==> src/rtl/stolen_monitor_if.sv <==
// -----------------------------------------------------------------------------
// stolen_monitor_if
//   Groups the scan stream, operator controls and the status outputs of
//   stolen_monitor into one bundle.
//
//   Signals:
//     scan_valid  one item is presented this cycle
//     upc         item UPC code, qualified by scan_valid
//     mark        item carries a security mark, qualified by scan_valid
//     alarm_ack   operator acknowledge, a level that is sampled every cycle
//     clear       synchronous clear of both counters
//     stol        one-cycle pulse: the last accepted item was stolen
//     alarm       latched alarm
//     item_count  number of accepted items, saturating
//     stol_count  number of stolen items, saturating
//     last_upc    UPC of the most recent stolen item (0 when logging is off)
//
//   Modports:
//     master  drives the scan and control inputs and observes the status
//     slave   the monitor itself
// -----------------------------------------------------------------------------
interface stolen_monitor_if #(
    parameter int unsigned UPC_W = 3,
    parameter int unsigned CNT_W = 8
);
    logic             scan_valid;
    logic [UPC_W-1:0] upc;
    logic             mark;
    logic             alarm_ack;
    logic             clear;
    logic             stol;
    logic             alarm;
    logic [CNT_W-1:0] item_count;
    logic [CNT_W-1:0] stol_count;
    logic [UPC_W-1:0] last_upc;

    modport master (
        output scan_valid, upc, mark, alarm_ack, clear,
        input  stol, alarm, item_count, stol_count, last_upc
    );

    modport slave (
        input  scan_valid, upc, mark, alarm_ack, clear,
        output stol, alarm, item_count, stol_count, last_upc
    );
endinterface

==> src/rtl/stolen_monitor.sv <==
// -----------------------------------------------------------------------------
// stolen_monitor
//   Watches a stream of scanned items. An item counts as stolen when its UPC
//   belongs to the must-be-marked set (MARK_MASK) and it has no security
//   mark. A stolen item produces a one-cycle stol pulse and raises a latched
//   alarm. The alarm stays up for at least HOLD_CYC cycles; only after that
//   can an operator acknowledge clear it. Saturating counters record the
//   accepted items and the stolen items.
//
//   Optional feature (compile-time macro STOLEN_LOG_EN):
//     defined     last_upc is a register that captures the UPC of each stolen
//                 item
//     undefined   last_upc is tied to 0
//
//   Ports:
//     clk      system clock; all state changes on the rising edge
//     reset_n  asynchronous, active-low reset
//     bus      stolen_monitor_if.slave: scan inputs, alarm_ack, clear,
//              stol, alarm, item_count, stol_count, last_upc
// -----------------------------------------------------------------------------
module stolen_monitor #(
    parameter int unsigned              UPC_W     = 3,
    parameter logic [(2**UPC_W)-1:0]    MARK_MASK = 8'b0011_0001,
    parameter int unsigned              HOLD_CYC  = 4,
    parameter int unsigned              CNT_W     = 8
) (
    input  logic               clk,
    input  logic               reset_n,
    stolen_monitor_if.slave    bus
);

    // At least one bit, so that HOLD_CYC=1 still gives a legal vector.
    localparam int unsigned HCW = (HOLD_CYC > 1) ? $clog2(HOLD_CYC) : 1;
    localparam logic [HCW-1:0] HOLD_LOAD = HCW'(HOLD_CYC - 1);

    typedef enum logic [1:0] {
        StArmed = 2'd0,
        StHold  = 2'd1,
        StWait  = 2'd2
    } state_e;

    state_e           state;
    logic [HCW-1:0]   hold_cnt;
    logic             alarm;
    logic             stol;
    logic [CNT_W-1:0] item_count;
    logic [CNT_W-1:0] stol_count;
    logic             hit;

    assign hit = bus.scan_valid & MARK_MASK[bus.upc] & ~bus.mark;

    // The alarm is registered together with the state, so it rises on the
    // same edge that captures the stol pulse.
    always_ff @(posedge clk or negedge reset_n) begin
        if (!reset_n) begin
            state    <= StArmed;
            hold_cnt <= '0;
            alarm    <= 1'b0;
        end else begin
            unique case (state)
                StArmed: begin
                    if (hit) begin
                        state    <= StHold;
                        hold_cnt <= HOLD_LOAD;
                        alarm    <= 1'b1;
                    end
                end
                StHold: begin
                    // The acknowledge is ignored until the minimum hold has elapsed.
                    if (hit) begin
                        hold_cnt <= HOLD_LOAD;
                    end else if (hold_cnt == '0) begin
                        state <= StWait;
                    end else begin
                        hold_cnt <= hold_cnt - 1'b1;
                    end
                end
                StWait: begin
                    // A fresh theft takes priority over a pending acknowledge.
                    if (hit) begin
                        state    <= StHold;
                        hold_cnt <= HOLD_LOAD;
                    end else if (bus.alarm_ack) begin
                        state <= StArmed;
                        alarm <= 1'b0;
                    end
                end
                default: begin
                    state    <= StArmed;
                    hold_cnt <= '0;
                    alarm    <= 1'b0;
                end
            endcase
        end
    end

    always_ff @(posedge clk or negedge reset_n) begin
        if (!reset_n) begin
            stol <= 1'b0;
        end else begin
            stol <= hit;
        end
    end

    // clear wins over a same-cycle increment; both counters hold at all-ones.
    always_ff @(posedge clk or negedge reset_n) begin
        if (!reset_n) begin
            item_count <= '0;
            stol_count <= '0;
        end else if (bus.clear) begin
            item_count <= '0;
            stol_count <= '0;
        end else begin
            if (bus.scan_valid && (item_count != '1)) begin
                item_count <= item_count + 1'b1;
            end
            if (hit && (stol_count != '1)) begin
                stol_count <= stol_count + 1'b1;
            end
        end
    end

`ifdef STOLEN_LOG_EN
    logic [UPC_W-1:0] last_upc;

    // clear does not affect this register; only reset and a new theft change it.
    always_ff @(posedge clk or negedge reset_n) begin
        if (!reset_n) begin
            last_upc <= '0;
        end else if (hit) begin
            last_upc <= bus.upc;
        end
    end

    assign bus.last_upc = last_upc;
`else
    assign bus.last_upc = '0;
`endif

    assign bus.stol       = stol;
    assign bus.alarm      = alarm;
    assign bus.item_count = item_count;
    assign bus.stol_count = stol_count;

`ifndef SYNTHESIS
    // A stolen pulse is always accompanied by an asserted alarm.
    stol_implies_alarm: assert property (@(posedge clk) disable iff (!reset_n)
        stol |-> alarm);
    // The alarm is high exactly when the FSM is outside ARMED.
    alarm_tracks_state: assert property (@(posedge clk) disable iff (!reset_n)
        alarm == (state != StArmed));
`endif

endmodule
==> src/flat_wrapper.sv <==
// flat-port wrapper written by rule: the top's interface ports become plain ports
module stolen_monitor_flat 
#(
    parameter int unsigned              UPC_W     = 3,
    parameter logic [(2**UPC_W)-1:0]    MARK_MASK = 8'b0011_0001,
    parameter int unsigned              HOLD_CYC  = 4,
    parameter int unsigned              CNT_W     = 8
)
  (clk, reset_n, bus_scan_valid, bus_upc, bus_mark, bus_alarm_ack, bus_clear, bus_stol, bus_alarm, bus_item_count, bus_stol_count, bus_last_upc);
  stolen_monitor_if #(.UPC_W(UPC_W), .CNT_W(CNT_W)) bus_i ();
  input  logic clk;
  input  logic reset_n;
  input wire logic [$bits(bus_i.scan_valid)-1:0] bus_scan_valid;
  input wire logic [$bits(bus_i.upc)-1:0] bus_upc;
  input wire logic [$bits(bus_i.mark)-1:0] bus_mark;
  input wire logic [$bits(bus_i.alarm_ack)-1:0] bus_alarm_ack;
  input wire logic [$bits(bus_i.clear)-1:0] bus_clear;
  output wire logic [$bits(bus_i.stol)-1:0] bus_stol;
  output wire logic [$bits(bus_i.alarm)-1:0] bus_alarm;
  output wire logic [$bits(bus_i.item_count)-1:0] bus_item_count;
  output wire logic [$bits(bus_i.stol_count)-1:0] bus_stol_count;
  output wire logic [$bits(bus_i.last_upc)-1:0] bus_last_upc;
  assign bus_i.scan_valid = bus_scan_valid;
  assign bus_i.upc = bus_upc;
  assign bus_i.mark = bus_mark;
  assign bus_i.alarm_ack = bus_alarm_ack;
  assign bus_i.clear = bus_clear;
  assign bus_stol = bus_i.stol;
  assign bus_alarm = bus_i.alarm;
  assign bus_item_count = bus_i.item_count;
  assign bus_stol_count = bus_i.stol_count;
  assign bus_last_upc = bus_i.last_upc;
  stolen_monitor #(.UPC_W(UPC_W), .MARK_MASK(MARK_MASK), .HOLD_CYC(HOLD_CYC), .CNT_W(CNT_W)) u_core (.clk(clk), .reset_n(reset_n), .bus(bus_i));
endmodule
==> config.mk <==
export PLATFORM = sky130hd
export DESIGN_NAME = stolen_monitor_flat
export DESIGN_NICKNAME = d
export VERILOG_FILES = /design/src/rtl/stolen_monitor_if.sv /design/src/rtl/stolen_monitor.sv /design/src/flat_wrapper.sv
export SDC_FILE = /design/constraint.sdc
export NUM_CORES = 1
export LEC_CHECK = 0
export CAP_MARGIN = 40
export CORE_MARGIN = 3
export CORE_UTILIZATION = 47
export DETAILED_ROUTE_END_ITERATION = 8
export HOLD_SLACK_MARGIN = 0.1
export PLACE_DENSITY_LB_ADDON = 0.12
export SLEW_MARGIN = 10
export SYNTH_ARGS = -nofsm -noshare
export SYNTH_HDL_FRONTEND = slang
export SYNTH_SLANG_ARGS = --single-unit
==> constraint.sdc <==
create_clock -name clk -period 2 [get_ports clk]
set_input_delay 0.5 -clock clk [delete_from_list [all_inputs] [get_ports clk]]
set_output_delay 0.5 -clock clk [all_outputs]
set_load 0.01 [all_outputs]
======== Yosys cells after proc, flatten, opt, wreduce, memory -nomap -nowiden ========
Memories as Yosys holds them, arrays and structs flattened.
Cells that the tools add are included.
storage, ports and cells
  flip-flop bits (word level) ............. 22
  memory bits (read-only) ................. 8
  input bits .............................. 9
  output and inout bits ................... 21
  logic and storage cells ................. 56
  memories kept ........................... 1
operators by class
  $add $sub $neg .......................... 3
  magnitude comparators ................... 1
  eq/ne operators ......................... 12
  multiplexer cells ....................... 19
  bitwise logic cells ..................... 4
  reductions and logical operators ........ 10
memories
  name              depth  width  rd ports  clocked after Yosys merged registers in  write ports  line                  source
  (name not given)  8      1      1         0                                        0            stolen_monitor.sv:50  assign hit = bus.scan_valid & MARK_MASK[bus.upc] & ~bus.mark;
operator list
  operator               number
  $mux W8                4
  $add A8 B1 Y8 const B  2
  $mux W2                8
  $ne A8 B8 Y1 const B   2
  $reduce_and A4 Y1      2
  $ne A2 B1 Y1 const B   3
  $ne A2 B2 Y1 const B   3
  $ne A3 B2 Y1 const B   2
  $pmux W2 S3            1
  $logic_not A2 Y1       2
  $lt A3 B4 Y1 const B   1
  $mux W1                4
  $pmux W2 S2            1
  $reduce_bool A2 Y1     2
  $pmux W1 S3            1
  $and A1 B1 Y1          2
  $eq A2 B1 Y1 const B   1
  $eq A2 B2 Y1 const B   1
  $logic_and A1 B1 Y1    2
  $not A1 Y1             2
  $reduce_and A2 Y1      1
  $reduce_or A2 Y1       1
  $sub A2 B1 Y2 const B  1

======== Depth between registers and ports, before layout ========
Gate-level depths: netlist (run 1).
  depth after elaboration ................. 7
  gate-level depth with buffers ........... 6
  gate-level depth less buffers ........... 6

======== Worst setup path after synthesis (run 1) ========
No wires, ideal clock.
  path kind ............................... flip-flop to flip-flop
  start point ............................. register u_core.stol_count[0] (netlist: u_core.bus.stol_count[0])
  end point ............................... register u_core.stol_count[5] (netlist: u_core.bus.stol_count[5])
  library setup time ...................... 125 ps
  data arrival time ....................... 1,496 ps
  data required time ...................... 1,875 ps
  path slack .............................. 379 ps
  cell stages (with the launch flop) ...... 7
  path buffers ............................ 1
  clock period less this slack ............ 1,621 ps
  cells stage by stage .................... dfrtp_1 -> ha_1 -> nand3_1 -> nor2_1 -> buf_6 -> nor4_1 -> mux2_2
on the way
  cells in the longest elaborated chain, start to end .. 3
  elaborated cells between the ends (all ways) .. 6
  classes of those cells .................. add/sub: 1; eq/ne: 1; mux: 2; reduce/logical: 2
ends and longest elaborated chain
  item                                            line                                          source
  start: declaration                              stolen_monitor.sv:47                          logic [CNT_W-1:0] stol_count;
  start signal: assignment                        stolen_monitor.sv:118                         stol_count <= stol_count + 1'b1;
  $add A8 B1 Y8 or $ne A8 B8 Y1 (tied branches)   stolen_monitor.sv:118, stolen_monitor.sv:117
  $mux W8 or $logic_and A1 B1 Y1 (tied branches)  stolen_monitor.sv:117                         if (hit && (stol_count != '1)) begin
  $mux W8 or $reduce_bool A2 Y1 (tied branches)   --
Parallel ways exist; a longest one is shown, timed or not. The select of a mux whose other input is x is not followed.
A chain may end at the register's enable or synchronous reset.

======== Worst setup path after layout (run 1) ========
  start point ............................. register u_core.stol_count[2] (netlist: u_core.bus.stol_count[2])
  end point ............................... output bus_stol_count[2]
RTL lines
  item              line                source
  end: declaration  flat_wrapper.sv:21  output wire logic [$bits(bus_i.stol_count)-1:0] bus_stol_count;
No word-level cell between the ends.

==> flow_summary.json, run 1 <==
{
  "power_density_nw_per_um2": 693,
  "cp-start-kind": "flop",
  "floorplan.rows": 17,
  "place_ws_ns": -0.0515,
  "number_of_global_route_vias_before_repair": 966,
  "die_area_sq_um": 3080,
  "timing.critical_path.to_type": "primary output",
  "synth-async-reset-ratio_pct": 100,
  "synth.lib_cells_used.distinct": 39,
  "cts_hold_buf": 0,
  "detail_route.vias_per_cell": 5.63,
  "grt_start_max_net_pins": 23,
  "critPathRequiredTime_ns": 1.50,
  "rr_worst_depth": 5,
  "crit_path_start": "u_core.bus.stol_count[2]",
  "setup.worst_path.class": "reg2out",
  "setup-violations-final": 0,
  "min_delay_path_depth": 1,
  "synth_warnings": 0,
  "top_level_ports": 30,
  "detailedPlacementHpwl_um": 1780,
  "layout-area-overhead-vs-synth_pct": 28.6,
  "min_path_type": "reg2reg",
  "finalWirelength_um": 2390,
  "gpl.final_weighted_congestion": 0.804,
  "grtUsageTotal_pct": 16.8,
  "rsz0062_at_grt": "false",
  "final_core_utilization_pct": 65.2,
  "critical_path_depth": 1,
  "timing.critical_path.max_delay_family": "buffers and inverters",
  "most_frequent_cells_in_the_layout": "clkdlybuf4s50_1 (26), dfrtp_1 (22), nor2_1 (16)",
  "finish.net_count": 166,
  "drive_above_1_share_pct": 7.19,
  "antenna_found_initial": 0,
  "cts_htree_levels": 1,
  "synth_flop_cell": "dfrtp_1",
  "die_x_um": 55.5,
  "initial_core_util_pct": 50.7,
  "p_sw_w": 0.000293,
  "clk_pin_slew_ns": 0.12,
  "post_synth_inst_count": 123,
  "max_cap_viol_count": 0,
  "seq_area_frac_synth_pct": 47.7,
  "vdd_ir_drop_max_mv": 0.485,
  "maximum_buffer_depth_of_the_clock_tree": 2,
  "cts-buffers-inserted": 3,
  "grt_first_pass_wirelength_um": 4220,
  "dr.first_iter.drc_count": 21,
  "report.power.total_w": 0.00103,
  "series_of_cell_instances_along_the_critical_path": "clkdlybuf4s50_1",
  "mostFrequentLayoutCell": "clkdlybuf4s50_1",
  "cts_sinks": 22,
  "worst-path-max-fanout": 7,
  "worst_r2r_startpoint": "u_core.bus.stol_count[0]",
  "comb_power_share_pct": 24.0,
  "data_arrival_at_the_endpoint_of_the_critical_path_ns": 1.35,
  "power_frac_seq_pct": 52.4,
  "worst_slew_margin_rel_pct": 58.1,
  "timing.hold.ws_ns": 0.501,
  "placement.io_buffers": 26,
  "crit_path_end": "bus_stol_count[2]",
  "report.final.hold_viol_count": 0,
  "postLayoutSetupSlackWorst_ns": 0.146,
  "number_of_flops_mapped_to_enable_cells_by_yosys": 0,
  "antenna_left": 0,
  "achievable-frequency_mhz": 539,
  "p_leak_nw": 0.630,
  "clock_tree.root_cell": "clkbuf_4",
  "r2r_end": "u_core.bus.stol_count[5]",
  "worst_slew_pin_slew_ns": 0.627,
  "power_frac_clock_pct": 23.6,
  "slowest_stage_cell_crit_path": "clkdlybuf4s50_1",
  "cts_resized": 0,
  "finalCritPeriodShare_pct": 92.7,
  "synthesis.area_sq_um": 1150,
  "clk_latency_ns": 0.31,
  "cts_tree": "yes",
  "core-area_sq_um": 2280,
  "final.min_clock_period_ns": 1.85,
  "status": "completed",
  "regToRegSetupSlack_ns": 0.25,
  "cpPeakStageDelay_ns": 0.58,
  "cp.buffers_inverters": 1,
  "power.switching_fraction_pct": 28.5,
  "synth_seq_cells": 22,
  "post-route-drc-count": 0,
  "internal_power_w": 0.000735,
  "slew_violations": 0,
  "detailroute.via_count": 1019,
  "synthesis.area_per_instance_sq_um": 9.38,
  "diodes": 0,
  "detail_route.first_pass.iterations": 4,
  "timing.clock.skew_ns": 0.0116,
  "die_height_um": 55.5,
  "global_route.overflow_total": 0,
  "final.setup.tns_ns": 0,
  "cts.repair_timing.setup_buffer_count": 0,
  "route.detailed.wl_per_inst_um": 13.2
}
-- metrics by stage --
stage / instance area [sq um] / std cells
after global routing: 1480 / 181
after CTS: 1480 / 181
after global placement: 1450 / 177
final: 1480 / 181
after detailed placement: 1450 / 177
after floorplan: 1160 / 125
-- worst min path at each step --
stage / endpoint / startpoint / slack, ns
after floorplan: u_core.bus.alarm / reset_n / 0.20
after global placement: u_core.bus.alarm / u_core.state[1] / 0.48
after detailed placement: u_core.bus.alarm / u_core.state[1] / 0.48
after CTS: u_core.bus.alarm / u_core.state[1] / 0.50
after global routing: u_core.state[0] / reset_n / 0.53
final: u_core.bus.alarm / u_core.state[1] / 0.50
-- synth_stat cells, types with 2 or more instances --
cell type | instances | share of area (%)
ha_1 | 3 | 3.3
o21ai_0 | 5 | 2.2
nand2_1 | 4 | 1.3
nor2_1 | 16 | 5.2
nor2b_1 | 2 | 1.1
inv_1 | 6 | 2.0
nor3_1 | 5 | 2.2
xor2_1 | 3 | 2.3
nor4_1 | 2 | 1.1
or3_1 | 2 | 1.1
dfrtp_1 | 22 | 48
nand3_1 | 5 | 2.2
o31ai_1 | 3 | 2.0
nand4_1 | 4 | 2.2
o211ai_1 | 2 | 1.3
and3_1 | 3 | 1.6
buf_4 | 3 | 2.0
or4_1 | 3 | 2.0
a21oi_1 | 10 | 4.3
-- routing by layer --
layer  vias up  global-route usage (%)  part of all wire, %
met2        34                    25.7                   45
met3         5                    4.21                  6.3
met5         -                       0                    0
li1        496                       -                    -
met1       484                    23.2                   47
met4         0                    5.90                  1.3
-- layout make-up --
class	instances	area [sq um]
flip-flops and latches	22	551
repair buffers	31	298
fillers	192	792
multi-input cells	90	542
well taps	28	35.0
clock buffers	4	36.3
inverters	6	22.5
-- kinds of logic after synthesis --
family / synth area share (%)
AND/OR/NAND/NOR: 24.0
AO/OA/AOI/OAI: 13.9
flip-flops: 47.7
buffers and inverters: 5.96
XOR/XNOR: 3.04
adder cells (fa/ha/maj): 3.25
multiplexers: 1.84
other: 0.325
-- sequential cells by signal, summed over array words and instances, names as in the netlist --
| name | count |
|---|---|
| u_core.bus.item_count | 8 |
| u_core.bus.stol_count | 8 |
| u_core.hold_cnt | 2 |
| u_core.state | 2 |
| u_core.bus.alarm | 1 |
| u_core.bus.stol | 1 |
-- power groups by stage --
| stage | sequential (W) | combinational (W) | clock, W |
|---|---|---|---|
| final | 0.000539 | 0.000247 | 0.000243 |
| after global placement | 0.000544 | 0.000241 | 0 |
| after global routing | 0.000549 | 0.000280 | 0.000274 |
| after CTS | 0.000538 | 0.000250 | 0.000252 |
| after detailed placement | 0.000547 | 0.000249 | 0 |
| after floorplan | 0.000547 | 0.000154 | 0 |
Note: power is estimated with default switching activity, not from simulation.
==> inputs of run 2 (changes only) <==
CORE_MARGIN = unset   (was 3)
REMOVE_ABC_BUFFERS = 1   (was unset)
clock period = 1.86 ns   (was 2 ns; I/O delays follow)
==> run 2 against run 1 <==
Critical path depth did not move. Critical endpoint is now bus_stol_count[4]. Register-to-register slack got worse by 0.04 ns. Final area rose by 1.5%. Die area fell by 14%. Sequential cell count did not move. Sequential share of layout area fell by 0.22 points. Clock-buffer cell count did not move. Sequential power rose by 7.1%. Worst hold slack got worse by 0.010 ns. Core utilization rose by 1.6 points. Highest routed layer unchanged. Global-route usage rose by 4.5 points.
==> flow_summary.json, run 2 (synthesis results as in run 1) <==
{
  "regToRegSetupSlack_ns": 0.21,
  "number_of_global_route_vias_before_repair": 962,
  "series_of_cell_instances_along_the_critical_path": "clkdlybuf4s50_1",
  "clk_latency_ns": 0.30,
  "cts_hold_buf": 0,
  "timing.critical_path.max_delay_family": "buffers and inverters",
  "cp-start-kind": "flop",
  "p_sw_w": 0.000314,
  "timing.critical_path.to_type": "primary output",
  "post-route-drc-count": 0,
  "rr_worst_depth": 5,
  "core-area_sq_um": 2250,
  "clk_pin_slew_ns": 0.11,
  "floorplan.rows": 17,
  "global_route.usage.met2_pct": 35.5,
  "grt_util_met1_pct": 28.8,
  "cpPeakStageDelay_ns": 0.57,
  "grtUsageTotal_pct": 21.3,
  "global_route.overflow_total": 0,
  "grt_use_met3_pct": 2.63,
  "detail_route.first_pass.iterations": 4,
  "layout-area-overhead-vs-synth_pct": 30.6,
  "report.final.hold_viol_count": 0,
  "finalWirelength_um": 2410,
  "power_density_nw_per_um2": 735,
  "die_area_sq_um": 2660,
  "final.min_clock_period_ns": 1.79,
  "cts.repair_timing.setup_buffer_count": 0,
  "top_level_ports": 30,
  "grt_start_max_net_pins": 23,
  "cts_resized": 0,
  "cts_tree": "yes",
  "largest_registers": "u_core.bus.item_count x8, u_core.bus.stol_count x8",
  "setup.worst_path.class": "reg2out",
  "data_arrival_at_the_endpoint_of_the_critical_path_ns": 1.32,
  "most_frequent_cells_in_the_layout": "clkdlybuf4s50_1 (26), dfrtp_1 (18), nor2_1 (15)",
  "r2r_end": "u_core.bus.stol_count[5]",
  "worst-path-max-fanout": 6,
  "place.detailed.instances": 179,
  "clock_tree.root_cell": "clkbuf_4",
  "rsz0062_at_grt": "false",
  "critPathRequiredTime_ns": 1.39,
  "detailroute.via_count": 1034,
  "power.switching_fraction_pct": 28.4,
  "power_frac_seq_pct": 52.2,
  "cts-buffers-inserted": 3,
  "slowest_stage_cell_crit_path": "clkdlybuf4s50_1",
  "internal_power_w": 0.000792,
  "power_frac_clock_pct": 23.1,
  "drive_above_1_share_pct": 11.6,
  "maximum_buffer_depth_of_the_clock_tree": 2,
  "slew_violations": 0,
  "p_leak_nw": 0.633,
  "grt_busiest_layer": "met2",
  "report.power.total_w": 0.00111,
  "placement.io_buffers": 26,
  "finalCritPeriodShare_pct": 96.0,
  "grt_first_pass_wirelength_um": 4200,
  "dr.first_iter.drc_count": 23,
  "cp.buffers_inverters": 1,
  "die_height_um": 51.5,
  "worst_r2r_startpoint": "u_core.bus.stol_count[0]",
  "min_path_type": "in2async",
  "finish.net_count": 168,
  "cts_htree_levels": 1,
  "antenna_left": 0,
  "max_cap_viol_count": 0,
  "timing.clock.skew_ns": 0.00149,
  "vdd_ir_drop_max_mv": 0.468,
  "finalNonFillerCells": 183,
  "timing.hold.ws_ns": 0.491,
  "achievable-frequency_mhz": 560,
  "cts_sinks": 22,
  "antenna_found_initial": 0,
  "initial_core_util_pct": 51.2,
  "comb_power_share_pct": 24.7,
  "diodes": 0,
  "setup-violations-final": 0,
  "gpl.final_weighted_congestion": 0.816,
  "detailedPlacementHpwl_um": 1830,
  "die_x_um": 51.5,
  "status": "completed",
  "route.detailed.wl_per_inst_um": 13.2,
  "detail_route.vias_per_cell": 5.65,
  "mostFrequentLayoutCell": "clkdlybuf4s50_1"
}
-- run 2: layer usage --
layer  share of wire [%]  wire length (um)  up-vias
met2                  49              1190       31
met5                   0                 0        -
met1                  45              1100      499
met4                0.70                17        0
li1                    -                 -      502
met3                 4.4               107        2
-- run 2: stage by stage --
stage / worst slack, ns / setup TNS, ns / util, % / area, sq um
after global routing: 0.00309 / 0 / 66.8 / 1510
after floorplan: 0.263 / 0 / - / 1110
final: 0.0748 / 0 / 66.8 / 1510
after CTS: 0.0352 / 0 / 66.5 / 1500
after detailed placement: -0.144 / -0.645 / 64.9 / 1460
after global placement: -0.102 / -0.277 / 64.9 / 1460
-- run 2: how the worst max path moves through the flow --
stage / cells after the start / slack [ns] / to / from
5_1_grt: 1 / 0.003 / bus_item_count[2] / u_core.bus.item_count[2]
6_report: 1 / 0.07 / bus_stol_count[4] / u_core.bus.stol_count[4]
3_5_place_dp: 5 / -0.14 / u_core.bus.stol_count[5] / bus_upc[1]
3_3_place_gp: 5 / -0.10 / u_core.bus.stol_count[5] / bus_upc[2]
2_1_floorplan: 4 / 0.26 / u_core.bus.stol_count[5] / bus_upc[1]
4_1_cts: 1 / 0.04 / bus_stol_count[3] / u_core.bus.stol_count[3]
-- run 2: final cells by class --
cell class | instances | area (sq um)
clock buffers | 4 | 36.3
flip-flops and latches | 22 | 556
multi-input cells | 90 | 544
well taps | 28 | 35.0
inverters | 6 | 22.5
fillers | 205 | 748
repair buffers | 33 | 313
-- run 2: power by group through the flow --
stage	registers, W	logic, W	clock network, W
after floorplan	0.000588	0.000156	0
after global placement	0.000584	0.000259	0
after detailed placement	0.000586	0.000276	0
after CTS	0.000577	0.000278	0.000267
after global routing	0.000585	0.000308	0.000289
final	0.000577	0.000274	0.000255
-- run 2: worst register-to-register path, cell delays in order (launching register included) --
cell	delay, ns
dfrtp_1	0.45
ha_1	0.28
nand3_1	0.10
nor2_2	0.09
nor4_1	0.26
mux2_2	0.37
==> inputs of run 3 (changes only) <==
PLACE_DENSITY = 0.87   (was unset)
PLACE_DENSITY_LB_ADDON = unset   (was 0.12)
SLEW_MARGIN = unset   (was 10)
==> run 3 against run 2 <==
Worst hold slack lost 0.0025 ns. Clock power increased by 45%. Fmax decreased by 0.89%. Non-clock buffer count shrank 2. Register-to-register slack got worse by 0.10 ns. Setup slack worse by 0.016 ns. Sequential power about the same.
==> flow_summary.json, run 3 (synthesis results as in run 1) <==
{
  "status": "completed",
  "cpPeakStageDelay_ns": 0.58,
  "p_leak_nw": 0.627,
  "grtUsageTotal_pct": 23.1,
  "grt_first_pass_wirelength_um": 4580,
  "mostFrequentLayoutCell": "clkdlybuf4s50_1",
  "setup.worst_path.class": "reg2out",
  "post-route-drc-count": 0,
  "detail_route.first_pass.iterations": 4,
  "final.fill_count": 188,
  "finish.net_count": 166,
  "number_of_global_route_vias_before_repair": 1022,
  "setup-violations-final": 0,
  "placed_area_sq_um": 1450,
  "finalNonFillerCells": 181,
  "power_density_nw_per_um2": 806,
  "placement.io_buffers": 26,
  "regToRegSetupSlack_ns": 0.11,
  "critPathRequiredTime_ns": 1.39,
  "dr.first_iter.drc_count": 33,
  "drive_above_1_share_pct": 11.8,
  "antenna_left": 0,
  "footprint_of_the_multi_input_gates_sq_um": 544,
  "place.detailed.instances": 177,
  "timing.clock.skew_ns": 0.00316,
  "maximum_buffer_depth_of_the_clock_tree": 2,
  "cts-buffers-inserted": 3,
  "antenna_found_initial": 0,
  "detailroute.via_count": 1081,
  "finalCritPeriodShare_pct": 96.8,
  "crit_path_start": "u_core.bus.item_count[2]",
  "die_height_um": 51.5,
  "slowest_stage_cell_crit_path": "clkdlybuf4s50_1",
  "grt_start_max_net_pins": 23,
  "core-area_sq_um": 2250,
  "finalWirelength_um": 2760,
  "critical_path_depth": 1,
  "r2r_end": "u_core.bus.stol_count[5]",
  "final_design_area_no_fill_sq_um": 1510,
  "cts_htree_levels": 1,
  "route.detailed.wl_per_inst_um": 15.2,
  "diodes": 0,
  "die_area_sq_um": 2660,
  "cts_tree": "yes",
  "global_route.overflow_total": 0,
  "cp.buffers_inverters": 1,
  "largest_registers": "u_core.bus.item_count x8, u_core.bus.stol_count x8",
  "final.min_clock_period_ns": 1.80,
  "slew_violations": 0,
  "die_x_um": 51.5,
  "clk_pin_slew_ns": 0.12,
  "ff_latch_area_sq_um": 558,
  "detail_route.vias_per_cell": 5.97,
  "clock_tree.root_cell": "clkbuf_4",
  "cp-start-kind": "flop",
  "achievable-frequency_mhz": 555,
  "timing.critical_path.max_delay_family": "buffers and inverters",
  "layout-area-overhead-vs-synth_pct": 30.9,
  "series_of_cell_instances_along_the_critical_path": "clkdlybuf4s50_1",
  "cts_hold_buf": 0,
  "rsz0062_at_grt": "false",
  "cts_sinks": 22,
  "top_level_ports": 30,
  "most_frequent_cells_in_the_layout": "clkdlybuf4s50_1 (26), dfrtp_1 (16), nor2_1 (15)",
  "vdd_ir_drop_max_mv": 0.531,
  "report.final.hold_viol_count": 0,
  "detailedPlacementHpwl_um": 1880,
  "max_cap_viol_count": 0,
  "floorplan.rows": 17,
  "clk_latency_ns": 0.31,
  "gpl.final_weighted_congestion": 0.808,
  "min_path_type": "in2async",
  "worst-path-max-fanout": 7,
  "data_arrival_at_the_endpoint_of_the_critical_path_ns": 1.34,
  "crit_path_end": "bus_item_count[2]",
  "worst_r2r_startpoint": "u_core.bus.stol_count[0]",
  "initial_core_util_pct": 51.2,
  "timing.critical_path.to_type": "primary output",
  "rr_worst_depth": 5
}
run 3: cell count changes in the layout (fill, tap and decap cells not counted):
| cell | previous run | this run |
|---|---|---|
| buf_4 | 7 | 5 |
| bufinv_16 | 0 | 1 |
| clkbuf_8 | 1 | 0 |
| dfrtp_1 | 18 | 16 |
| dfrtp_2 | 4 | 6 |
run 3: through the flow:
stage | setup WS, ns | hold WS (ns) | setup TNS (ns) | power [W] | util [%]
floorplan | 0.263 | 0.169 | 0 | 0.000743 | -
detailed placement | -0.192 | 0.476 | -0.810 | 0.000858 | 64.2
CTS | 0.0238 | 0.492 | 0 | 0.00122 | 66.5
global route | 0.0130 | 0.498 | 0 | 0.00129 | 67.0
finish | 0.0588 | 0.488 | 0 | 0.00122 | 67.0
global placement | -0.0985 | 0.475 | -0.330 | 0.000838 | 64.2
run 3: report_power, final:
group | leakage (nW) | internal, W | switching, W
Sequential | 0.283 | 0.000535 | 0.0000432
Clock | 0.0279 | 0.000218 | 0.000151
Combinational | 0.316 | 0.000135 | 0.000134
run 3: final cells by class:
type                    count  share of cell area, %
clock buffers               3                   1.49
clock inverters             1                   1.99
inverters                   6                   1.49
multi-input cells          90                   36.0
flip-flops and latches     22                   37.0
well taps                  28                   2.32
repair buffers             31                   19.7
run 3: worst min-delay path by stage:
stage	slack (ns)	cells after the start	start	to
floorplan	0.17	0	reset_n	u_core.bus.alarm
global placement	0.47	1	u_core.state[1]	u_core.bus.alarm
detailed placement	0.48	1	u_core.state[1]	u_core.bus.alarm
CTS	0.49	2	reset_n	u_core.bus.stol
global route	0.50	2	reset_n	u_core.bus.stol
finish	0.49	2	reset_n	u_core.bus.stol
run 3: what timing repair did:
action	CTS	global route
setup buffers	0	0
setup endpoints to repair	0	8
gates resized for setup	0	8
run 3: routing by layer:
| metal | global-route usage (%) | share of wire, % |
|---|---|---|
| met5 | 0 | 0 |
| met4 | 9.91 | 1.6 |
| met3 | 4.39 | 5.6 |
| met2 | 40.3 | 50 |
| met1 | 27.8 | 42 |
